### config.mk
export PLATFORM = sky130hd
export DESIGN_NAME = uart_tx_scheduler_flat
export DESIGN_NICKNAME = d
export VERILOG_FILES = /design/src/rtl/UART_pkg.sv /design/src/rtl/uart_tx_scheduler_pkg.sv /design/src/rtl/uart_tx_scheduler_if.sv /design/src/rtl/uart_tx_scheduler_rr_arbiter.sv /design/src/rtl/uart_tx_scheduler.sv /design/src/flat_wrapper.sv
export SDC_FILE = /design/constraint.sdc
export NUM_CORES = 1
export LEC_CHECK = 0
export BUFFER_PORTS_ARGS = -buffer_cell sky130_fd_sc_hd__buf_2
export CAP_MARGIN = 20
export CORE_MARGIN = 10
export CORE_UTILIZATION = 43
export DETAILED_ROUTE_END_ITERATION = 12
export GPL_TIMING_DRIVEN = 0
export PLACE_DENSITY_LB_ADDON = 0.25
export SLEW_MARGIN = 20
export SYNTH_ARGS = -nofsm -noshare
export SYNTH_HDL_FRONTEND = slang
export SYNTH_SLANG_ARGS = --single-unit
### constraint.sdc
create_clock -name clk -period 1.8 [get_ports clk]
set_input_delay 0.27 -clock clk [delete_from_list [all_inputs] [get_ports clk]]
set_output_delay 0.27 -clock clk [all_outputs]
set_load 0.02 [all_outputs]
### src/rtl/UART_pkg.sv
// UART slave register map: local word addresses and the STATUS layout.
// Word address is taken from byte address bits [3:2].
package UART_pkg;

    localparam logic [1:0] UART_CTRL_ADDR     = 2'd0;
    localparam logic [1:0] UART_STATUS_ADDR   = 2'd1;
    localparam logic [1:0] UART_DIVISION_ADDR = 2'd2;
    localparam logic [1:0] UART_DATA_ADDR     = 2'd3;

    typedef struct packed {
        logic [29:0] reserved;
        logic        rx_event_flag;
        logic        tx_event_flag;
    } status_reg_t;

endpackage

### src/rtl/uart_tx_scheduler_pkg.sv
// Scheduler state encoding and UART bus address helpers.
// Shared by uart_tx_scheduler and its testbench.
package UART_sched_pkg;

    import UART_pkg::*;

    typedef enum logic [2:0] {
        OFF,
        DIV,
        IDLE,
        DATA,
        POLL,
        CLEAR
    } sched_state_t;

    function automatic logic [31:0] uart_addr(
        input logic [31:0] base,
        input logic [1:0]  word
    );
        return base + {28'd0, word, 2'b00};
    endfunction

    // Write-1-to-clear value: only tx_event_flag, never rx_event_flag.
    function automatic logic [31:0] tx_clear_mask();
        status_reg_t s;
        s = '0;
        s.tx_event_flag = 1'b1;
        return s;
    endfunction

endpackage

### src/rtl/uart_tx_scheduler_if.sv
// System bus link between the scheduler (master) and the UART (slave).
// m_valid/m_address/m_wdata/m_wstrobe out, m_ready/m_rdata back.
interface uart_tx_scheduler_if;

    logic        m_valid;
    logic        m_ready;
    logic [31:0] m_address;
    logic [31:0] m_wdata;
    logic [3:0]  m_wstrobe;
    logic [31:0] m_rdata;

    modport master (
        output m_valid,
        output m_address,
        output m_wdata,
        output m_wstrobe,
        input  m_ready,
        input  m_rdata
    );

    modport slave (
        input  m_valid,
        input  m_address,
        input  m_wdata,
        input  m_wstrobe,
        output m_ready,
        output m_rdata
    );

endinterface

### src/rtl/uart_tx_scheduler_rr_arbiter.sv
// Combinational round-robin pick: first set req at or after ptr.
// Ports: req, ptr in; grant (onehot), grant_idx, grant_valid out.
module rr_arbiter #(
    parameter int N = 4
) (
    input  logic [N-1:0]         req,
    input  logic [$clog2(N)-1:0] ptr,
    output logic [N-1:0]         grant,
    output logic [$clog2(N)-1:0] grant_idx,
    output logic                 grant_valid
);

    localparam int W = $clog2(N);

    always_comb begin
        int j;
        j           = 0;
        grant       = '0;
        grant_idx   = '0;
        grant_valid = 1'b0;
        for (int i = 0; i < N; i++) begin
            j = int'(ptr) + i;
            if (j >= N) begin
                j = j - N;
            end
            if (!grant_valid && req[j[W-1:0]]) begin
                grant_valid = 1'b1;
                grant_idx   = j[W-1:0];
            end
        end
        if (grant_valid) begin
            grant[grant_idx] = 1'b1;
        end
    end

endmodule

### src/rtl/uart_tx_scheduler.sv
// Shares one UART transmitter between N_REQ byte producers (round-robin).
// Ports: clk, reset (async, active-low), division/start config,
//   req_valid/req_data/req_ready per requester, bus (master modport),
//   busy, grant_id, timeout_err.
// Optional poll watchdog: define UART_SEQ_TIMEOUT_EN.
module uart_tx_scheduler
    import UART_pkg::*;
    import UART_sched_pkg::*;
#(
    parameter int          N_REQ          = 4,
    parameter logic [31:0] UART_BASE      = 32'h0,
    parameter int unsigned TIMEOUT_CYCLES = 1 << 20
) (
    input  logic                     clk,
    input  logic                     reset,
    input  logic [31:0]              division,
    input  logic                     start,
    input  logic [N_REQ-1:0]         req_valid,
    input  logic [N_REQ*8-1:0]       req_data,
    output logic [N_REQ-1:0]         req_ready,
    uart_tx_scheduler_if.master      bus,
    output logic                     busy,
    output logic [$clog2(N_REQ)-1:0] grant_id,
    output logic                     timeout_err
);

    localparam int IW = $clog2(N_REQ);

    sched_state_t state_q, state_d;

    logic [31:0]   div_q;
    logic [7:0]    byte_q;
    logic [IW-1:0] ptr_q;
    logic [IW-1:0] grant_q;

    logic [N_REQ-1:0] arb_grant;
    logic [IW-1:0]    arb_idx;
    logic             arb_valid;
    logic [7:0]       arb_byte;
    logic [IW-1:0]    ptr_next;

    logic        m_valid;
    logic [31:0] m_address;
    logic [31:0] m_wdata;
    logic [3:0]  m_wstrobe;

    logic        done;
    logic        take;
    logic        poll_expired;
    status_reg_t status;
    logic        unused_status;

    rr_arbiter #(
        .N (N_REQ)
    ) u_arb (
        .req         (req_valid),
        .ptr         (ptr_q),
        .grant       (arb_grant),
        .grant_idx   (arb_idx),
        .grant_valid (arb_valid)
    );

    assign arb_byte = req_data[{arb_idx, 3'b000} +: 8];
    assign ptr_next = (arb_idx == IW'(N_REQ - 1)) ? '0 : arb_idx + IW'(1);

    assign done          = m_valid & bus.m_ready;
    assign status        = status_reg_t'(bus.m_rdata);
    assign unused_status = ^{status.reserved, status.rx_event_flag};

    assign bus.m_valid   = m_valid;
    assign bus.m_address = m_address;
    assign bus.m_wdata   = m_wdata;
    assign bus.m_wstrobe = m_wstrobe;

    assign busy     = (state_q != OFF) && (state_q != IDLE);
    assign grant_id = grant_q;

`ifdef UART_SEQ_TIMEOUT_EN
    logic [31:0] poll_cnt_q;
    logic        tmo_q;
    logic        err_q;
    logic        poll_hit;

    assign poll_hit     = (state_q == POLL) &&
                          (poll_cnt_q == 32'(TIMEOUT_CYCLES - 1));
    assign poll_expired = tmo_q | poll_hit;
    assign timeout_err  = err_q;

    // Counter idles at zero outside POLL, so each POLL visit starts fresh.
    // Once expired, the read in flight still has to complete.
    always_ff @(posedge clk or negedge reset) begin
        if (!reset) begin
            poll_cnt_q <= '0;
            tmo_q      <= 1'b0;
            err_q      <= 1'b0;
        end else if (state_q != POLL) begin
            poll_cnt_q <= '0;
            tmo_q      <= 1'b0;
        end else begin
            poll_cnt_q <= poll_cnt_q + 32'd1;
            if (poll_hit) begin
                tmo_q <= 1'b1;
                err_q <= 1'b1;
            end
        end
    end
`else
    logic [31:0] unused_tmo;

    assign unused_tmo   = 32'(TIMEOUT_CYCLES);
    assign poll_expired = 1'b0;
    assign timeout_err  = 1'b0;
`endif

    always_comb begin
        state_d   = state_q;
        m_valid   = 1'b0;
        m_address = '0;
        m_wdata   = '0;
        m_wstrobe = 4'h0;
        req_ready = '0;
        take      = 1'b0;
        unique case (state_q)
            OFF: begin
                if (start) begin
                    state_d = DIV;
                end
            end
            DIV: begin
                m_valid   = 1'b1;
                m_address = uart_addr(UART_BASE, UART_DIVISION_ADDR);
                m_wdata   = div_q;
                m_wstrobe = 4'hF;
                if (done) begin
                    state_d = IDLE;
                end
            end
            IDLE: begin
                if (start) begin
                    state_d = DIV;
                end else if (arb_valid) begin
                    take      = 1'b1;
                    req_ready = arb_grant;
                    state_d   = DATA;
                end
            end
            DATA: begin
                m_valid   = 1'b1;
                m_address = uart_addr(UART_BASE, UART_DATA_ADDR);
                m_wdata   = {24'd0, byte_q};
                m_wstrobe = 4'h1;
                if (done) begin
                    state_d = POLL;
                end
            end
            POLL: begin
                m_valid   = 1'b1;
                m_address = uart_addr(UART_BASE, UART_STATUS_ADDR);
                if (done) begin
                    if (poll_expired) begin
                        state_d = IDLE;
                    end else if (status.tx_event_flag) begin
                        state_d = CLEAR;
                    end
                end
            end
            CLEAR: begin
                m_valid   = 1'b1;
                m_address = uart_addr(UART_BASE, UART_STATUS_ADDR);
                m_wdata   = tx_clear_mask();
                m_wstrobe = 4'hF;
                if (done) begin
                    state_d = IDLE;
                end
            end
            default: begin
                state_d = OFF;
            end
        endcase
    end

    always_ff @(posedge clk or negedge reset) begin
        if (!reset) begin
            state_q <= OFF;
            div_q   <= '0;
            byte_q  <= '0;
            ptr_q   <= '0;
            grant_q <= '0;
        end else begin
            state_q <= state_d;
            if (start && (state_q == OFF || state_q == IDLE)) begin
                div_q <= division;
            end
            if (take) begin
                byte_q  <= arb_byte;
                grant_q <= arb_idx;
                ptr_q   <= ptr_next;
            end
        end
    end

endmodule
### src/flat_wrapper.sv
// flat-port wrapper written by rule: the top's interface ports become plain ports
module uart_tx_scheduler_flat import UART_pkg::*; import UART_sched_pkg::*;
#(
    parameter int          N_REQ          = 4,
    parameter logic [31:0] UART_BASE      = 32'h0,
    parameter int unsigned TIMEOUT_CYCLES = 1 << 20
)
  (clk, reset, division, start, req_valid, req_data, req_ready, busy, grant_id, timeout_err, bus_m_valid, bus_m_address, bus_m_wdata, bus_m_wstrobe, bus_m_ready, bus_m_rdata);
  uart_tx_scheduler_if bus_i ();
  input  logic clk;
  input  logic reset;
  input  logic [31:0] division;
  input  logic start;
  input  logic [N_REQ-1:0] req_valid;
  input  logic [N_REQ*8-1:0] req_data;
  output logic [N_REQ-1:0] req_ready;
  output logic busy;
  output logic [$clog2(N_REQ)-1:0] grant_id;
  output logic timeout_err;
  output wire logic [$bits(bus_i.m_valid)-1:0] bus_m_valid;
  output wire logic [$bits(bus_i.m_address)-1:0] bus_m_address;
  output wire logic [$bits(bus_i.m_wdata)-1:0] bus_m_wdata;
  output wire logic [$bits(bus_i.m_wstrobe)-1:0] bus_m_wstrobe;
  input wire logic [$bits(bus_i.m_ready)-1:0] bus_m_ready;
  input wire logic [$bits(bus_i.m_rdata)-1:0] bus_m_rdata;
  assign bus_m_valid = bus_i.m_valid;
  assign bus_m_address = bus_i.m_address;
  assign bus_m_wdata = bus_i.m_wdata;
  assign bus_m_wstrobe = bus_i.m_wstrobe;
  assign bus_i.m_ready = bus_m_ready;
  assign bus_i.m_rdata = bus_m_rdata;
  uart_tx_scheduler #(.N_REQ(N_REQ), .UART_BASE(UART_BASE), .TIMEOUT_CYCLES(TIMEOUT_CYCLES)) u_core (.clk(clk), .reset(reset), .division(division), .start(start), .req_valid(req_valid), .req_data(req_data), .req_ready(req_ready), .bus(bus_i), .busy(busy), .grant_id(grant_id), .timeout_err(timeout_err));
endmodule
==> results.cfg <==
[run_status]
outcome = finished with violations
violations = hold timing, setup timing

[setup_path]
worstPathCellList = buf_6, nor4b_4, nand2b_4, clkbuf_16, nor3_4, buf_6
crit_type = flop to primary output
crit_fanout = 5
critical_path_required_ps = 1530
cp-start-kind = flop
crit_family = simple AND/OR/NAND/NOR gates
endpoint_kind = primary output
cp_slowest_cell = dfrtp_1
arrival_ps = 1740
slowest_delay_ps = 400
crit_top_cell = buf_6
critPathBufInv = 3

[timing]
final_hold_viol_count = 47
fin_ws_ps = -214
post-route-period-util = 1.12
slew_violations = 0
rsz0062_at_grt = true
skew_ps = 5.64
worstMarginPinSlew_ps = 592
fin_setup_tns_ps = -2830
setup_viol = 47
fmax_mhz = 497
relSlewSlack = 0.605
fin_crit_ps = 2010
fin_hold_ws_ps = -35.8

[layout]
fin_cells = 545
drive_gt1_frac = 0.647
area_delta_synth_final_pct = 60.9
multiInputGateArea_um2 = 1760
final_cell_mix = buf_2 (80), buf_4 (67), dfrtp_1 (46), buf_6 (41)
fillCellCount = 533
layout.area.seq_um2 = 1180
final_nets = 567
layout_commonest_cell = buf_2

[die]
die_w_um = 103
io_pins = 181
row_count = 30
die_area_um2 = 10500
core_area_um2 = 6720
die_y_um = 103
start_util = 0.436

[placed_design]
dp_hpwl_um = 6570
place.gp.congestion = 0.808
post-place-cells = 507
dp_slack_ps = -201
io_buffers = 118

[routing]
drtPass1Iterations = 4
dr_total_vias = 2641
route.detailed.drc = 0
routed_wl_um = 9260
wire_per_inst_um = 17.0
vias_per_cell = 4.85
first_iter_violations = 74
ant_nets = 0

[clock_tree]
cts.sinks = 47
cts_buffer_depth = 2
cts_max_level = 2
cts_root_buffer = clkbuf_8
cts_tree = yes
cts-buffers-inserted = 5
path_clk_slew_ps = 90
clk_latency_ps = 300

[grt]
grt_pass1_vias = 2803
antenna_found_initial = 1
grt_pass1_wl_um = 13500
grt_usage = 0.161
overflow = 0
grt_max_degree = 48

[synth]
yosysWarnings = 0
synth_seq_area_share = 0.402
synthArstFlopShare = 1.00
yosysUniqueCellTypes = 44
syn_area_um2 = 2930
synth.area.top_cells = dfrtp_1 (40%), mux2_2 (12%), buf_4 (9.7%)
syn_avg_cell_area_um2 = 10.5
synth_edf_count = 0
syn_inst = 279
ys_ff_latch = 47
synth_top_area_share = 0.402
synth_ff_type = dfrtp_1
yosys.area.top_type = dfrtp_1

[pwr]
power_mw = 7.61
leakage_nw = 2.36
ir_worst_vdd_mv = 1.14
p_per_area_nw_per_um2 = 1620

[worst_hold_path]
hp-class = primary input to async pin

[job]
maxCapViolations = 0
==> cells in the mapped netlist (5+ instances only) <==
master    number
o211ai_2       7
a21oi_1        5
o31ai_1        8
inv_1          7
and3_1        24
clkbuf_1       6
a21o_1        11
nor2_1        16
dfrtp_1       47
mux2i_1       16
nand2_1       13
mux2_2        31
buf_4         38
nand4_1        8
==> cell type report <==
| type | count | area share |
|---|---|---|
| diodes | 1 | 0.000531 |
| plain buffers | 49 | 0.0909 |
| clock buffers | 6 | 0.0175 |
| clock inverters | 2 | 0.00744 |
| inverters | 9 | 0.0109 |
| multi-input cells | 202 | 0.373 |
| flip-flops and latches | 47 | 0.250 |
| well taps | 80 | 0.0213 |
| repair buffers | 148 | 0.226 |
| repair inverters | 1 | 0.00239 |
==> sequential cells by signal, summed over array words and instances, names as in the netlist <==
signal	flops
u_core.state_q	3
u_core.div_q	32
u_core.byte_q	8
u_core.ptr_q	2
u_core.grant_id	2
==> through the flow <==
| stage | hold slack (ps) | instance area, µm² | util |
|---|---|---|---|
| detailed placement | 467 | 3730 | 0.556 |
| global placement | 460 | 3730 | 0.556 |
| global route | -0.724 | 4710 | 0.701 |
| CTS | 179 | 4370 | 0.651 |
| floorplan | -25.6 | 3040 | - |
| finish | -35.8 | 4710 | 0.701 |
==> cells by family (layout without fill, tap and decap cells) <==
group / count (synthesis) / count (layout) / synth area share
xor+xnor: 1 / 1 / 0.00299
mux: 49 / 49 / 0.182
other cells: 1 / 32 / 0.00128
compound gates: 45 / 45 / 0.127
flops: 47 / 47 / 0.402
buf+inv: 60 / 215 / 0.136
simple gates: 76 / 76 / 0.149
==> worst register-to-register path, stage by stage (launching register included) <==
cell and delay, ps:
dfrtp_1 370, buf_6 130, buf_4 140, inv_4 50
nand2_8 100, inv_8 50, buf_4 130, a22oi_1 210
o21ai_2 150, a211oi_1 320, a21o_1 130
==> layer usage <==
| layer | vias up | GRT usage | share of wire | wire, µm |
|---|---|---|---|---|
| met4 | 0 | 0.0445 | 0.015 | 140 |
| met1 | 1246 | 0.175 | 0.37 | 3420 |
| met2 | 87 | 0.295 | 0.54 | 5030 |
| li1 | 1295 | - | - | - |
| met3 | 13 | 0.0496 | 0.073 | 677 |
| met5 | - | 0 | 0 | 0 |
==> repair_timing <==
| item | CTS | global route |
|---|---|---|
| setup endpoints to repair | 38 | 70 |
| hold buffers | 0 | 0 |
| resized for setup | 93 | 90 |
| pin swaps | 4 | 12 |
| cloned | 2 | 1 |
| setup buffers | 24 | 10 |
==> report_power, final <==
part / switching [mW] / internal [mW]
combinational: 2.43 / 2.49
clock: 0.350 / 0.450
sequential: 0.312 / 1.58
total: 3.09 / 4.52
==> path summary, 6_finish.rpt <==
path / startpoint / endpoint / slack [ps] / depth (start not counted)
min in group clk: division[26] / u_core.div_q[26]$_DFFE_PN0P_ / 190 / 2
worst min-delay path: reset / u_core.div_q[23]$_DFFE_PN0P_ / -40 / 1
worst min register to register: u_core.grant_id[0]$_DFFE_PN0P_ / u_core.grant_id[0]$_DFFE_PN0P_ / 490 / 1
worst max register to register: u_core.state_q[2]$_DFFE_PN0P_ / u_core.state_q[0]$_DFFE_PN0P_ / -20 / 10
max in group asynchronous: reset / u_core.ptr_q[1]$_DFFE_PN0P_ / 1390 / 1
worst max-delay path: u_core.state_q[2]$_DFFE_PN0P_ / req_ready[1] / -210 / 6
Note: power is estimated with default switching activity, not from simulation.
